===== src/rtl/i2c_tx_shifter_if.sv =====
// Bus bundle for i2c_tx_shifter: pad inputs, control pulses, word handshake and status.
// Optional tx_count signal present only when TX_BYTE_COUNT_EN is defined.
interface i2c_tx_shifter_if #(
  parameter int unsigned WORD_BYTES = 8
);
  logic                    scl_in;
  logic                    sda_in;
  logic                    start;
  logic                    i2c_stop;
  logic [8*WORD_BYTES-1:0] tx_data;
  logic                    tx_valid;
  logic                    tx_load;
  logic                    sda_oe;
  logic                    busy;
  logic                    nack_rcvd;
  logic                    underrun;
`ifdef TX_BYTE_COUNT_EN
  logic [15:0]             tx_count;

  modport slave (
    input  scl_in, sda_in, start, i2c_stop, tx_data, tx_valid,
    output tx_load, sda_oe, busy, nack_rcvd, underrun, tx_count
  );
  modport master (
    output scl_in, sda_in, start, i2c_stop, tx_data, tx_valid,
    input  tx_load, sda_oe, busy, nack_rcvd, underrun, tx_count
  );
`else
  modport slave (
    input  scl_in, sda_in, start, i2c_stop, tx_data, tx_valid,
    output tx_load, sda_oe, busy, nack_rcvd, underrun
  );
  modport master (
    output scl_in, sda_in, start, i2c_stop, tx_data, tx_valid,
    input  tx_load, sda_oe, busy, nack_rcvd, underrun
  );
`endif
endinterface


===== src/rtl/i2c_tx_shifter.sv =====
// I2C slave read-path transmitter: shifts WORD_BYTES-byte words out MSB-first, samples master ACK.
// Define TX_BYTE_COUNT_EN to add a saturating 16-bit count of ACKed bytes (tx_count).
module i2c_tx_shifter #(
  parameter int unsigned WORD_BYTES  = 8,
  parameter int unsigned SYNC_STAGES = 2
) (
  input logic            clk,
  input logic            n_rst,
  i2c_tx_shifter_if.slave bus
);
  localparam int unsigned DW  = 8 * WORD_BYTES;
  localparam int unsigned BCW = (WORD_BYTES > 1) ? $clog2(WORD_BYTES) : 1;

  typedef enum logic [2:0] {
    S_IDLE, S_LOAD, S_SHIFT, S_ACK, S_ACK_END, S_WAIT_STOP
  } state_t;

  state_t                 state_q, state_d;
  logic [SYNC_STAGES-1:0] scl_sync_q, scl_sync_d;
  logic [SYNC_STAGES-1:0] sda_sync_q, sda_sync_d;
  logic                   scl_prev_q, scl_prev_d;
  logic [DW-1:0]          shift_q, shift_d;
  logic                   sda_oe_q, sda_oe_d;
  logic [BCW-1:0]         byte_cnt_q, byte_cnt_d;
  logic [2:0]             bit_cnt_q, bit_cnt_d;
  logic                   nack_q, nack_d;
  logic                   underrun_q, underrun_d;
  logic                   tx_load_c;
  logic                   load_word;
  logic                   scl_s, sda_s, scl_fall, scl_rise;
`ifdef TX_BYTE_COUNT_EN
  logic [15:0]            tx_count_q, tx_count_d;
`endif

  assign scl_s    = scl_sync_q[SYNC_STAGES-1];
  assign sda_s    = sda_sync_q[SYNC_STAGES-1];
  assign scl_fall = scl_prev_q & ~scl_s;
  assign scl_rise = ~scl_prev_q & scl_s;

  always_ff @(posedge clk or negedge n_rst) begin
    if (!n_rst) begin
      state_q    <= S_IDLE;
      scl_sync_q <= '1;
      sda_sync_q <= '1;
      scl_prev_q <= 1'b1;
      shift_q    <= '1;
      sda_oe_q   <= 1'b0;
      byte_cnt_q <= '0;
      bit_cnt_q  <= '0;
      nack_q     <= 1'b0;
      underrun_q <= 1'b0;
`ifdef TX_BYTE_COUNT_EN
      tx_count_q <= '0;
`endif
    end else begin
      state_q    <= state_d;
      scl_sync_q <= scl_sync_d;
      sda_sync_q <= sda_sync_d;
      scl_prev_q <= scl_prev_d;
      shift_q    <= shift_d;
      sda_oe_q   <= sda_oe_d;
      byte_cnt_q <= byte_cnt_d;
      bit_cnt_q  <= bit_cnt_d;
      nack_q     <= nack_d;
      underrun_q <= underrun_d;
`ifdef TX_BYTE_COUNT_EN
      tx_count_q <= tx_count_d;
`endif
    end
  end

  always_comb begin
    state_d    = state_q;
    scl_sync_d = {scl_sync_q[SYNC_STAGES-2:0], bus.scl_in};
    sda_sync_d = {sda_sync_q[SYNC_STAGES-2:0], bus.sda_in};
    scl_prev_d = scl_s;
    shift_d    = shift_q;
    sda_oe_d   = sda_oe_q;
    byte_cnt_d = byte_cnt_q;
    bit_cnt_d  = bit_cnt_q;
    nack_d     = nack_q;
    underrun_d = underrun_q;
    tx_load_c  = 1'b0;
    load_word  = 1'b0;
`ifdef TX_BYTE_COUNT_EN
    tx_count_d = tx_count_q;
`endif

    if (bus.i2c_stop) begin
      state_d    = S_IDLE;
      sda_oe_d   = 1'b0;
      byte_cnt_d = '0;
      bit_cnt_d  = '0;
    end else begin
      unique case (state_q)
        S_IDLE: if (bus.start) begin
          state_d    = S_LOAD;
          nack_d     = 1'b0;
          underrun_d = 1'b0;
`ifdef TX_BYTE_COUNT_EN
          tx_count_d = '0;
`endif
        end
        S_LOAD: begin
          load_word = 1'b1;
          state_d   = S_SHIFT;
        end
        S_SHIFT: if (scl_fall) begin
          if (bit_cnt_q == 3'd0) begin
            sda_oe_d = 1'b0;
            state_d  = S_ACK;
          end else begin
            shift_d   = {shift_q[DW-2:0], 1'b1};
            sda_oe_d  = ~shift_q[DW-2];
            bit_cnt_d = bit_cnt_q - 3'd1;
          end
        end
        S_ACK: if (scl_rise) begin
          if (!sda_s) begin
            state_d = S_ACK_END;
`ifdef TX_BYTE_COUNT_EN
            if (tx_count_q != 16'hFFFF) tx_count_d = tx_count_q + 16'd1;
`endif
          end else begin
            nack_d  = 1'b1;
            state_d = S_WAIT_STOP;
          end
        end
        S_ACK_END: if (scl_fall) begin
          state_d   = S_SHIFT;
          bit_cnt_d = 3'd7;
          // Last byte of the word: fetch the next word in this same cycle.
          if (byte_cnt_q == BCW'(WORD_BYTES - 1)) begin
            load_word = 1'b1;
          end else begin
            shift_d    = {shift_q[DW-2:0], 1'b1};
            sda_oe_d   = ~shift_q[DW-2];
            byte_cnt_d = byte_cnt_q + 1'b1;
          end
        end
        S_WAIT_STOP: sda_oe_d = 1'b0;
        default:     state_d  = S_IDLE;
      endcase
    end

    if (load_word) begin
      byte_cnt_d = '0;
      bit_cnt_d  = 3'd7;
      if (bus.tx_valid) begin
        shift_d   = bus.tx_data;
        sda_oe_d  = ~bus.tx_data[DW-1];
        tx_load_c = 1'b1;
      end else begin
        shift_d    = '1;
        sda_oe_d   = 1'b0;
        underrun_d = 1'b1;
      end
    end
  end

  assign bus.tx_load   = tx_load_c;
  assign bus.sda_oe    = sda_oe_q;
  assign bus.busy      = (state_q != S_IDLE);
  assign bus.nack_rcvd = nack_q;
  assign bus.underrun  = underrun_q;
`ifdef TX_BYTE_COUNT_EN
  assign bus.tx_count  = tx_count_q;
`endif
endmodule


===== src/flat_wrapper.sv =====
// flat-port wrapper written by rule: the top's interface ports become plain ports
module i2c_tx_shifter_flat 
#(
  parameter int unsigned WORD_BYTES  = 8,
  parameter int unsigned SYNC_STAGES = 2
)
  (clk, n_rst, bus_scl_in, bus_sda_in, bus_start, bus_i2c_stop, bus_tx_data, bus_tx_valid, bus_tx_load, bus_sda_oe, bus_busy, bus_nack_rcvd, bus_underrun);
  i2c_tx_shifter_if #(.WORD_BYTES(WORD_BYTES)) bus_i ();
  input logic clk;
  input logic n_rst;
  input wire logic [$bits(bus_i.scl_in)-1:0] bus_scl_in;
  input wire logic [$bits(bus_i.sda_in)-1:0] bus_sda_in;
  input wire logic [$bits(bus_i.start)-1:0] bus_start;
  input wire logic [$bits(bus_i.i2c_stop)-1:0] bus_i2c_stop;
  input wire logic [$bits(bus_i.tx_data)-1:0] bus_tx_data;
  input wire logic [$bits(bus_i.tx_valid)-1:0] bus_tx_valid;
  output wire logic [$bits(bus_i.tx_load)-1:0] bus_tx_load;
  output wire logic [$bits(bus_i.sda_oe)-1:0] bus_sda_oe;
  output wire logic [$bits(bus_i.busy)-1:0] bus_busy;
  output wire logic [$bits(bus_i.nack_rcvd)-1:0] bus_nack_rcvd;
  output wire logic [$bits(bus_i.underrun)-1:0] bus_underrun;
  assign bus_i.scl_in = bus_scl_in;
  assign bus_i.sda_in = bus_sda_in;
  assign bus_i.start = bus_start;
  assign bus_i.i2c_stop = bus_i2c_stop;
  assign bus_i.tx_data = bus_tx_data;
  assign bus_i.tx_valid = bus_tx_valid;
  assign bus_tx_load = bus_i.tx_load;
  assign bus_sda_oe = bus_i.sda_oe;
  assign bus_busy = bus_i.busy;
  assign bus_nack_rcvd = bus_i.nack_rcvd;
  assign bus_underrun = bus_i.underrun;
  i2c_tx_shifter #(.WORD_BYTES(WORD_BYTES), .SYNC_STAGES(SYNC_STAGES)) u_core (.clk(clk), .n_rst(n_rst), .bus(bus_i));
endmodule

===== config.mk =====
export PLATFORM = sky130hd
export DESIGN_NAME = i2c_tx_shifter_flat
export DESIGN_NICKNAME = d
export VERILOG_FILES = /design/src/rtl/i2c_tx_shifter_if.sv /design/src/rtl/i2c_tx_shifter.sv /design/src/flat_wrapper.sv
export SDC_FILE = /design/constraint.sdc
export NUM_CORES = 1
export LEC_CHECK = 0
export BUFFER_PORTS_ARGS = -buffer_cell sky130_fd_sc_hd__buf_4
export CAP_MARGIN = 25
export CORE_ASPECT_RATIO = 0.7
export CORE_MARGIN = 8
export CORE_UTILIZATION = 60
export CTS_CLUSTER_DIAMETER = 100
export CTS_CLUSTER_SIZE = 30
export DETAILED_ROUTE_END_ITERATION = 10
export HOLD_SLACK_MARGIN = 0.03
export PLACE_DENSITY = 0.95
export SLEW_MARGIN = 20
export SYNTH_ARGS = -nofsm -noshare
export SYNTH_HDL_FRONTEND = slang
export SYNTH_SLANG_ARGS = --single-unit

===== constraint.sdc =====
create_clock -name clk -period 3.1 [get_ports clk]
set_clock_uncertainty 0.05 [all_clocks]
set_input_delay 0.62 -clock clk [delete_from_list [all_inputs] [get_ports clk]]
set_output_delay 0.62 -clock clk [all_outputs]
set_load 0.005 [all_outputs]

# Word-level counts from Yosys, hierarchy flattened
# Cells that the tools add are included.
dict set report classes {
  n_addsub 2
  div_mod_pow 0
  n_reduce_logical 15
  muxes 50
  n_mul 0
  shifts 0
  eq_ne 25
  bitwise 7
  order_cmp 0
}
# operator count
set ops {}
lappend ops {{two-way mux 63 bit} 7}
lappend ops {{case mux 63 bit (2 select lines)} 1}
lappend ops {{two-way mux 3 bit} 16}
lappend ops {{two-way mux 1 bit} 21}
lappend ops {{!= test 3 x 2 -> 1 bit, second input constant} 7}
lappend ops {{case mux 3 bit (6 select lines)} 1}
lappend ops {{AND reduction 6 bit} 2}
lappend ops {{nonzero test 3 bit} 4}
lappend ops {{== test 3 bit, second input constant} 3}
lappend ops {{!= test 4 x 2 -> 1 bit, second input constant} 2}
lappend ops {{!= test 4 x 3 -> 1 bit, second input constant} 2}
lappend ops {{AND reduction 4 bit} 2}
lappend ops {{== test 3 x 2 -> 1 bit, second input constant} 2}
lappend ops {{logical NOT 3 bit} 2}
lappend ops {{!= test 2 x 1 -> 1 bit, second input constant} 3}
lappend ops {{!= test 3 x 1 -> 1 bit, second input constant} 2}
lappend ops {{case mux 3 bit (2 select lines)} 1}
lappend ops {{inverter 1 bit} 5}
lappend ops {{AND reduction 5 bit} 1}
lappend ops {{nonzero test 5 bit} 1}
lappend ops {{!= test 2 bit, second input constant} 2}
lappend ops {{case mux 1 bit (2 select lines)} 2}
lappend ops {{nonzero test 4 bit} 1}
lappend ops {{adder 3 x 1 -> 3 bit, second input constant} 1}
lappend ops {{other kinds (7)} 8}
dict set report totals {
  inputBits 71
  mem_count 0
  ram_bits 0
  wordCells 109
  latch_bits 0
  regBits 80
  mem_bits_ro 0
  output_inout_bits 5
}

# Longest topological paths before layout
# Gate-level depths: netlist (run 1).
dict set report logic_depth {
  depth_word 7
  mapped_depth 9
  depth_no_buf 7
}

# Worst setup path after synthesis (run 1)
# Ideal clock, no wire load.
dict set report synth_path {
  kind {input-to-output}
  start {in bus_i2c_stop}
  end {out bus_tx_load}
  t_required_ns 2.430
  cell_stages 3
  t_arrival_ns 1.424
  n_path_buf 1
  slack_ns 1.006
  path_cell_list {clkbuf_1 o32ai_2 and2_1}
}
dict set report synth_between {
  elab_chain_cells 2
}
# element line
set synth_rtl {}
lappend synth_rtl {{from (decl)} flat_wrapper.sv:14} ;# input wire logic [$bits(bus_i.i2c_stop)-1:0] bus_i2c_stop;
lappend synth_rtl {{two-way mux 1 bit} i2c_tx_shifter.sv:89} ;# if (bus.i2c_stop) begin
lappend synth_rtl {{two-way mux 1 bit} i2c_tx_shifter.sv:146} ;# if (load_word) begin
lappend synth_rtl {{to (decl)} flat_wrapper.sv:17} ;# output wire logic [$bits(bus_i.tx_load)-1:0] bus_tx_load;
# Every way passes these cells.

# Final worst setup path (run 1)
dict set report layout_path {
  start {reg u_core.byte_cnt_q[0]}
  end {out bus_tx_load}
}
dict set report layout_between {
  elab_chain_cells 6
}
# element line
set layout_rtl {}
lappend layout_rtl {{from (decl)} i2c_tx_shifter.sv:24} ;# logic [BCW-1:0] byte_cnt_q, byte_cnt_d;
lappend layout_rtl {{from (signal assigned)} i2c_tx_shifter.sv:62} ;# byte_cnt_q <= byte_cnt_d;
lappend layout_rtl {{== test 3 bit} i2c_tx_shifter.sv:133} ;# if (byte_cnt_q == BCW'(WORD_BYTES - 1)) begin
lappend layout_rtl {{two-way mux 1 bit} i2c_tx_shifter.sv:133}
lappend layout_rtl {{two-way mux 1 bit} i2c_tx_shifter.sv:129} ;# S_ACK_END: if (scl_fall) begin
lappend layout_rtl {{case mux 1 bit (2 select lines)} i2c_tx_shifter.sv:95} ;# unique case (state_q)
lappend layout_rtl {{two-way mux 1 bit} i2c_tx_shifter.sv:89}
lappend layout_rtl {{two-way mux 1 bit} i2c_tx_shifter.sv:146}
# Every way passes these cells.

==> results of run 1 <==
## synthesized netlist by cell type, types with 6 or more instances
library cell,instances
a21oi_1,10
buf_2,17
clkbuf_1,16
dfrtp_1,12
dfstp_2,68
inv_1,6
nand2_1,64
nand2b_1,6
nand3b_1,62
nor2_1,11
o21ai_0,8
o21ai_1,122
## critical path, delay by kind of cell (launching register included)
family | cells | cell delay (ns)
buffers and inverters | 1 | 0.14
AND/OR/NAND/NOR | 2 | 0.44
flip-flops | 1 | 0.37
adder cells (fa/ha/maj) | 2 | 0.36
AO/OA/AOI/OAI | 1 | 0.33
## area by class of cell
type	count	share of cell area [%]
Multi-Input combinational cell	326	37.87
Inverter	6	0.4600
Tap cell	94	2.402
Clock inverter	6	1.252
Timing Repair Buffer	79	12.85
Clock buffer	9	2.530
Sequential cell	80	42.63
## power by group
part | internal (mW) | switching, mW
logic | 0.494 | 0.625
clock network | 0.365 | 0.382
registers | 1.61 | 0.219
total | 2.46 | 1.23
## per-layer routing
layer	vias to the layer above	share of wire (%)	GRT usage, %	routed length [µm]
li1	1683	-	-	-
met1	1564	47	27.51	4366
met2	103	45	28.41	4103
met3	11	7.1	6.166	653
met4	0	0.89	5.226	82
met5	-	0	0	0
## registers in the layout, indices dropped and copies added, names as in the netlist
register and cells:
u_core.bus.underrun 1, u_core.scl_sync_q 2, u_core.byte_cnt_q 3, u_core.shift_q 63, u_core.bus.nack_rcvd 1, u_core.bit_cnt_q 3, u_core.bus.sda_oe 1, u_core.sda_sync_q 2
u_core.scl_prev_q 1, u_core.state_q 3
## cells by family after synthesis
group / count (synthesis)
AO/OA/AOI/OAI: 157
buffers and inverters: 44
flip-flops: 80
AND/OR/NAND/NOR: 162
multiplexers: 2
XOR/XNOR: 1
adder cells (fa/ha/maj): 4
## cell usage in the layout (no fill, tap or decap), types with 2 or more instances in the layout
cell / n
nand2_1: 64
a21oi_1: 10
a31oi_1: 4
clkbuf_8: 9
nor3b_1: 2
nand3_1: 2
inv_1: 6
ha_1: 4
mux2i_1: 2
nand2b_1: 6
or3_1: 2
nor2_1: 11
o21ai_1: 122
buf_4: 76
nor2b_1: 4
nand3b_1: 62
o22ai_1: 2
clkinv_2: 3
o21ai_0: 8
dfrtp_1: 12
dfstp_2: 68
## path summary, 6_finish.rpt
path | from | end | slack (ns) | depth (start not counted)
setup / recovery | u_core.byte_cnt_q[0] | bus_tx_load | 0.45 | 6
hold / removal | n_rst | u_core.bus.sda_oe | 0.09 | 1
setup reg to reg | u_core.state_q[1] | u_core.shift_q[27] | 0.85 | 6
hold reg to reg | u_core.scl_sync_q[0] | u_core.scl_sync_q[1] | 0.31 | 0
max in group asynchronous | n_rst | u_core.shift_q[29] | 2.29 | 2
min in group clk | u_core.scl_sync_q[0] | u_core.scl_sync_q[1] | 0.31 | 0
==> flow_summary.yaml, run 1 <==
outcome:
  status: "complete, no violations"
routing:
  viasPerCell: 5.602
  ant_nets: 0
  via_count: 3361
  wl_mm: 9.206
  drt_first_pass_iters: 4
  routedWlPerCell_um: 15.34
  dr.first_iter.drc_count: 238
  remaining_drc_errors: 0
critical_path:
  crit_arrival_ns: 1.98
  cpMostUsedCell: "ha_1"
  critPathMaxFanout: 4
  crit_required_ns: 2.43
  cp-start-kind: "flip-flop"
  crit_type: "flip-flop to output pin"
  end_kind: "output pin"
  slowest_delay_ns: 0.37
  cp_slowest_cell: "dfrtp_1"
  path_cells: "ha_1 -> ha_1 -> nand4bb_1 -> o32ai_4 -> and2_1 -> buf_4"
logic_synthesis:
  synth_edf_count: 0
  synth_compound_area_share_pct: 20.38
  synthMuxAreaShare_pct: 0.4846
  async_reset_ff_share_pct: 100.0
  synth_top_area_share_pct: 43.25
  synthSimpleGateAreaFrac_pct: 22.14
  netlist_top_cells_area: "dfstp_2 43%, o21ai_1 15%, nand3b_1 11%, dfrtp_1 7.3%, nand2_1 5.8%"
  synth_xor_area_share_pct: 0.2120
  syn_area_per_cell_um2: 9.181
  synth_ff_type: "dfstp_2"
  syn-num-nets: 525
  netlist_instances: 450
  ys_warn_count: 0
  synth_area_leader_cell: "dfstp_2"
  seq_area_frac_synth_pct: 50.51
  synth.cell_area_um2: 4131
  synth_seq_cells: 80
  synthAdderAreaFrac_pct: 1.211
  synth_top_family_by_area: "simple AND/OR/NAND/NOR gates"
  synth.distinct_cells: 43
layout:
  n_antenna_cell: 0
  fin_cells: 600
  utilization_pct: 72.80
  seqCellArea_um2: 2087
  fillers: 514
  finalNetCount: 577
  drive_gt1_share_pct: 33.00
  multi_input_area_um2: 1854
  areaGrowthSynthToFinish_pct: 18.50
  fin_area_um2: 4896
clock_network:
  cts_buffers: 9
  cts_tree: "yes"
  cts_sinks: 80
  cts_max_level: 3
  clk-insertion-delay-late_ns: 0.35
  cts_hold_buf: 0
  post_cts_resized: 0
  path_clk_slew_ns: 0.08
  cts_root_buffer: "clkbuf_8"
  cts_setup_buffers: 0
  clk_path_buf_depth: 2
placement:
  io_buffers: 75
  gp_congestion: 0.8699
  place_inst: 584
  pre_cts_ws_ns: 0.6963
  place_area_um2: 4679
  hpwl_mm: 6.012
pwr:
  power_leakage_nw: 1.908
  max-vdd-ir-drop_v: 0.0003684
  p_total_mw: 3.690
  powerDensity_nw_per_um2: 753.6
floorplan:
  fp.coreArea_um2: 6725
  io_pins: 76
  die_x_um: 115.2
  chipHeight_um: 85.43
  start_util_pct: 61.43
  rows: 25
  die-area_um2: 9839
global_route:
  antenna_found_initial: 0
  grt.overflow.total: 0
  first_global_vias: 3207
  grt_util_all_layers_pct: 19.61
  grt_pass1_wl_mm: 15.50
  grt_max_degree: 125
timing:
  maxSlewViolCount: 0
  fin_setup_tns_ns: 0
  hold_viol: 0
  fin_crit_sh_pct: 85.42
  finalSetupViolCount: 0
  fmax_mhz: 377.6
  rsz0062_at_grt: "no"
  fin_crit_ns: 2.648
  tightest_slew_ns: 0.7703
  slew_headroom_pct: 48.64
  fin_ws_ns: 0.4519
  holdWs_ns: 0.08603
worst_hold_path:
  hold_class: "input pin to async pin"
flow_run:
  maxCapViolations: 0
Power figures use the tool's default switching activity.
==> run 2, diff against run 1 <==
Settings changed: RECOVER_POWER from default to 25.
Clock period 3.1 ns to 3.14 ns, I/O delays scaled along.
==> run 2 against run 1 <==
Compared with the run above: core utilization rose by 0.26 points; via count rose by 0.98%; worst hold slack improved by 0.22 ns; total power rose by 0.15%; first-iteration DRC count fell by 4.2%.
==> flow_summary.yaml, run 2 (synthesis gave the netlist of run 1 again) <==
floorplan:
  start_util_pct: 61.43
  io_pins: 76
  fp.coreArea_um2: 6725
  rows: 25
  chipHeight_um: 85.43
  die_x_um: 115.2
  die-area_um2: 9839
critical_path:
  crit_required_ns: 2.46
  end_kind: "output pin"
  cp-start-kind: "flip-flop"
  crit_arrival_ns: 1.95
  critPathMaxFanout: 4
  crit_type: "flip-flop to output pin"
layout:
  n_antenna_cell: 0
  layout_common_cells: "122 x o21ai_1, 74 x buf_4, 67 x dfstp_2"
  finalNetCount: 578
  drive_gt1_share_pct: 32.87
  regMostFlops: "u_core.shift_q"
  final_common_cell: "o21ai_1"
  largest_register_ffs: 63
  areaGrowthSynthToFinish_pct: 18.93
timing:
  rsz0062_at_grt: "no"
  slew_headroom_pct: 6.011
  tightest_slew_ns: 1.410
  fin_setup_tns_ns: 0
  finalSetupViolCount: 0
  fmax_mhz: 381.1
  hold_viol: 0
  fin_crit_sh_pct: 83.57
  maxSlewViolCount: 0
  fin_crit_ns: 2.624
pwr:
  switchingPower_mw: 1.223
  p_total_mw: 3.695
  p_seq_share_pct: 48.7
  max-vdd-ir-drop_v: 0.0003882
  powerDensity_nw_per_um2: 752.0
  power_leakage_nw: 1.911
  power.clock.fraction_pct: 20.8
  sw_frac_of_total_pct: 33.10
  intPower_mw: 2.472
  combPwrFrac_pct: 30.5
clock_network:
  cts_tree: "yes"
  clk-insertion-delay-late_ns: 0.35
  cts_sinks: 80
  cts_hold_buf: 0
  cts_max_level: 3
  cts_setup_buffers: 0
  post_cts_resized: 0
  path_clk_slew_ns: 0.08
  cts_buffers: 9
  clk_path_buf_depth: 2
  cts_root_buffer: "clkbuf_8"
global_route:
  grt.overflow.total: 0
  antenna_found_initial: 0
  grt_max_degree: 125
  first_global_vias: 3309
  grt_util_all_layers_pct: 19.78
  grt_pass1_wl_mm: 15.79
routing:
  remaining_drc_errors: 0
  viasPerCell: 5.638
  dr.first_iter.drc_count: 228
  drt_first_pass_iters: 4
  wl_mm: 9.170
  ant_nets: 0
  routedWlPerCell_um: 15.23
  via_count: 3394
placement:
  hpwl_mm: 6.152
  gp_congestion: 0.8944
  io_buffers: 75
worst_hold_path:
  hold_class: "flip-flop to flip-flop"
flow_run:
  maxCapViolations: 0
outcome:
  status: "complete, no violations"
[run 2: changes by cell type in the layout (fill, tap and decap cells not counted), sizes merged]
cell	previous run	this run
clkbuf	9	14
inv	6	7
clkinvlp	1	2
clkinv	4	2
buf	79	76
[run 2: cell type report]
type / instances / area (µm²)
well taps: 94 / 117.6
repair buffers: 80 / 626.9
clock buffers: 10 / 137.6
multi-input cells: 326 / 1854
flip-flops and latches: 80 / 2087
fillers: 512 / 1812
inverters: 6 / 22.52
clock inverters: 6 / 67.56
[run 2: metal layers]
layer	up-vias	wire (µm)	global-route usage (%)
li1	1697	-	-
met1	1585	4355	27.64
met2	103	4076	29.42
met3	9	667	5.670
met4	0	72	4.632
met5	-	0	0
[run 2: power groups by stage]
stage               Combinational [mW]  Sequential, mW  Clock, mW
detailed placement                1.12            1.81          0
floorplan                        0.871            1.73          0
global route                      1.29            1.85      0.827
finish                            1.13            1.80      0.769
CTS                               1.12            1.80      0.789
global placement                  1.05            1.79          0
[run 2: worst max-delay path, stage by stage (launching register included)]
cell and delay, ns:
dfrtp_1 0.37, ha_1 0.16, ha_1 0.21, nand4bb_1 0.17
o32ai_4 0.33, and2_1 0.22, buf_4 0.13
[run 2: worst paths after layout]
| kind | start | slack, ns | cells after the start | to |
|---|---|---|---|---|
| hold / removal | u_core.sda_sync_q[0] | 0.31 | 0 | u_core.sda_sync_q[1] |
| setup reg to reg | u_core.state_q[0] | 0.83 | 6 | u_core.shift_q[6] |
| setup / recovery | u_core.byte_cnt_q[0] | 0.52 | 6 | bus_tx_load |
| max in group asynchronous | n_rst | 0.76 | 2 | u_core.byte_cnt_q[1] |
| min in group asynchronous | n_rst | 0.37 | 1 | u_core.bus.sda_oe |
| hold reg to reg | u_core.sda_sync_q[0] | 0.31 | 0 | u_core.sda_sync_q[1] |
[run 2: stage by stage]
| step | std cells | setup slack [ns] | hold WS (ns) | area [µm²] | util (%) |
|---|---|---|---|---|---|
| floorplan | 450 | 1.030 | 0.2824 | 4131 | - |
| global placement | 584 | 0.8589 | 0.2967 | 4679 | 69.58 |
| detailed placement | 584 | 0.7878 | 0.2981 | 4679 | 69.58 |
| CTS | 600 | 0.4802 | 0.3097 | 4885 | 72.63 |
| global route | 602 | 0.3113 | 0.3128 | 4913 | 73.06 |
| finish | 602 | 0.5160 | 0.3078 | 4913 | 73.06 |
==> run 3, diff against run 2 <==
Settings changed: CORE_UTILIZATION 60 to 56, PLACE_DENSITY 0.95 to 0.92.
Clock period 3.14 ns to 2.7 ns, I/O delays scaled along.
==> run 3 against run 2 <==
Compared with the run above: register-to-register slack worse by 0.33 ns; critical path depth stayed put; count of clock-buffer cells in the layout is 1 lower; die area is 6.0% higher; global-route usage is 1.1 points lower; via count is 0.53% lower; non-clock buffer count is 1 higher; cell area is 0.64% higher; setup slack worse by 0.32 ns; clock power is 31% higher; sequential share of layout area is 0.27 points lower; largest power group unchanged.
==> flow_summary.yaml, run 3 (synthesis gave the netlist of run 1 again) <==
outcome:
  status: "complete, no violations"
clock_network:
  clk_path_buf_depth: 2
  cts_buffers: 9
  cts_tree: "yes"
  cts_sinks: 80
  path_clk_slew_ns: 0.09
  clk-insertion-delay-late_ns: 0.36
  cts_max_level: 3
  post_cts_resized: 0
  cts_root_buffer: "clkbuf_8"
layout:
  largest_register_ffs: 63
  final_common_cell: "o21ai_1"
  regMostFlops: "u_core.shift_q"
  finalNetCount: 579
  layout_common_cells: "122 x o21ai_1, 74 x buf_4, 67 x dfstp_2"
  drive_gt1_share_pct: 32.81
  areaGrowthSynthToFinish_pct: 19.68
  n_antenna_cell: 0
global_route:
  antenna_found_initial: 0
  grt_util_all_layers_pct: 18.72
  grt_max_degree: 125
  grt.overflow.total: 0
  grt_pass1_wl_mm: 15.75
  first_global_vias: 3259
placement:
  hpwl_mm: 6.133
  pre_cts_ws_ns: 0.5178
  gp_congestion: 0.9576
  io_buffers: 75
worst_hold_path:
  worstHoldPathCells: 1
  hold_class: "input pin to flip-flop"
routing:
  viasPerCell: 5.562
  via_count: 3376
  routedWlPerCell_um: 15.44
  wl_mm: 9.375
  remaining_drc_errors: 0
  dr.first_iter.drc_count: 298
  drt_first_pass_iters: 5
  ant_nets: 0
pwr:
  sw_frac_of_total_pct: 33.09
  switchingPower_mw: 1.460
  power.clock.fraction_pct: 22.9
  max-vdd-ir-drop_v: 0.0004167
  powerDensity_nw_per_um2: 892.0
  combPwrFrac_pct: 30.0
  intPower_mw: 2.951
  p_total_mw: 4.411
  p_seq_share_pct: 47.1
  power_leakage_nw: 1.931
critical_path:
  r2r_end: "u_core.shift_q[13]"
  crit_type: "flip-flop to output pin"
  end_kind: "output pin"
  critPathMaxFanout: 4
  reg2reg_depth: 8
  crit_arrival_ns: 1.92
  cp-start-kind: "flip-flop"
  crit_required_ns: 2.11
  crit_end: "bus_tx_load"
  critical_path.startpoint: "u_core.byte_cnt_q[0]"
  rrSetupSlack_ns: 0.50
  r2r-start: "u_core.byte_cnt_q[0]"
timing:
  finalSetupViolCount: 0
  fin_setup_tns_ns: 0
  fmax_mhz: 398.8
  rsz0062_at_grt: "no"
  fin_crit_sh_pct: 92.88
  tightest_slew_ns: 0.9936
  slew_headroom_pct: 33.76
  maxSlewViolCount: 0
  fin_ws_ns: 0.1924
  hold_viol: 0
  fin_crit_ns: 2.508
floorplan:
  die-area_um2: 10430
  fp.coreArea_um2: 7222
  chipHeight_um: 87.87
  die_x_um: 118.7
  rows: 26
  io_pins: 76
  start_util_pct: 57.21
flow_run:
  maxCapViolations: 0
## run 3: power by group through the flow
stage                     sequential [mW]  combinational, mW  clock, mW
after floorplan                      2.01               1.01          0
after global placement               2.07               1.26          0
after detailed placement             2.09               1.32          0
after CTS                            2.08               1.33       1.03
after global routing                 2.14               1.52       1.07
final                                2.08               1.32       1.01
## run 3: worst max-delay path: stages, from the launching register on
cell	delay, ns
dfrtp_1	0.38
ha_1	0.16
ha_1	0.20
nand4bb_1	0.16
o32ai_4	0.33
and2_1	0.21
buf_4	0.12
## run 3: stage by stage
stage | area (µm²) | hold WS [ns] | utilization (%) | std cells
3_3_place_gp | 4705 | 0.2963 | 65.14 | 589
6_report | 4945 | 0.2311 | 68.47 | 607
3_5_place_dp | 4705 | 0.2972 | 65.14 | 589
2_1_floorplan | 4131 | 0.1944 | - | 450
4_1_cts | 4931 | 0.2141 | 68.28 | 605
5_1_grt | 4945 | 0.2108 | 68.47 | 607
## run 3: repair_timing
action	CTS	global route
hold buffers	0	1
buffers inserted	0	0
endpoints found under the hold margin	0	6
## run 3: per-layer routing
layer	part of all wire, %	global-route usage [%]	wire [µm]	up-vias
met5	0	0	0	-
met3	6.2	5.538	584	12
met1	47	24.27	4376	1560
met4	1.1	5.829	107	0
li1	-	-	-	1691
met2	46	29.81	4307	113
## run 3: how the worst min path moves through the flow
stage | endpoint | start | slack, ns
final | u_core.scl_sync_q[0] | bus_scl_in | 0.23
after global routing | u_core.scl_sync_q[0] | bus_scl_in | 0.21
after CTS | u_core.scl_sync_q[0] | bus_scl_in | 0.21
after detailed placement | u_core.scl_sync_q[1] | u_core.scl_sync_q[0] | 0.30
after global placement | u_core.scl_sync_q[1] | u_core.scl_sync_q[0] | 0.30
after floorplan | u_core.bit_cnt_q[0] | n_rst | 0.19
## run 3: area by class of cell
| type | count | area, µm² |
|---|---|---|
| Tap cell | 98 | 122.6 |
| Multi-Input combinational cell | 326 | 1854 |
| Timing Repair Buffer | 81 | 631.9 |
| Clock inverter | 7 | 102.6 |
| Clock buffer | 9 | 123.9 |
| Fill cell | 598 | 2277 |
| Sequential cell | 80 | 2087 |
| Inverter | 6 | 22.52 |
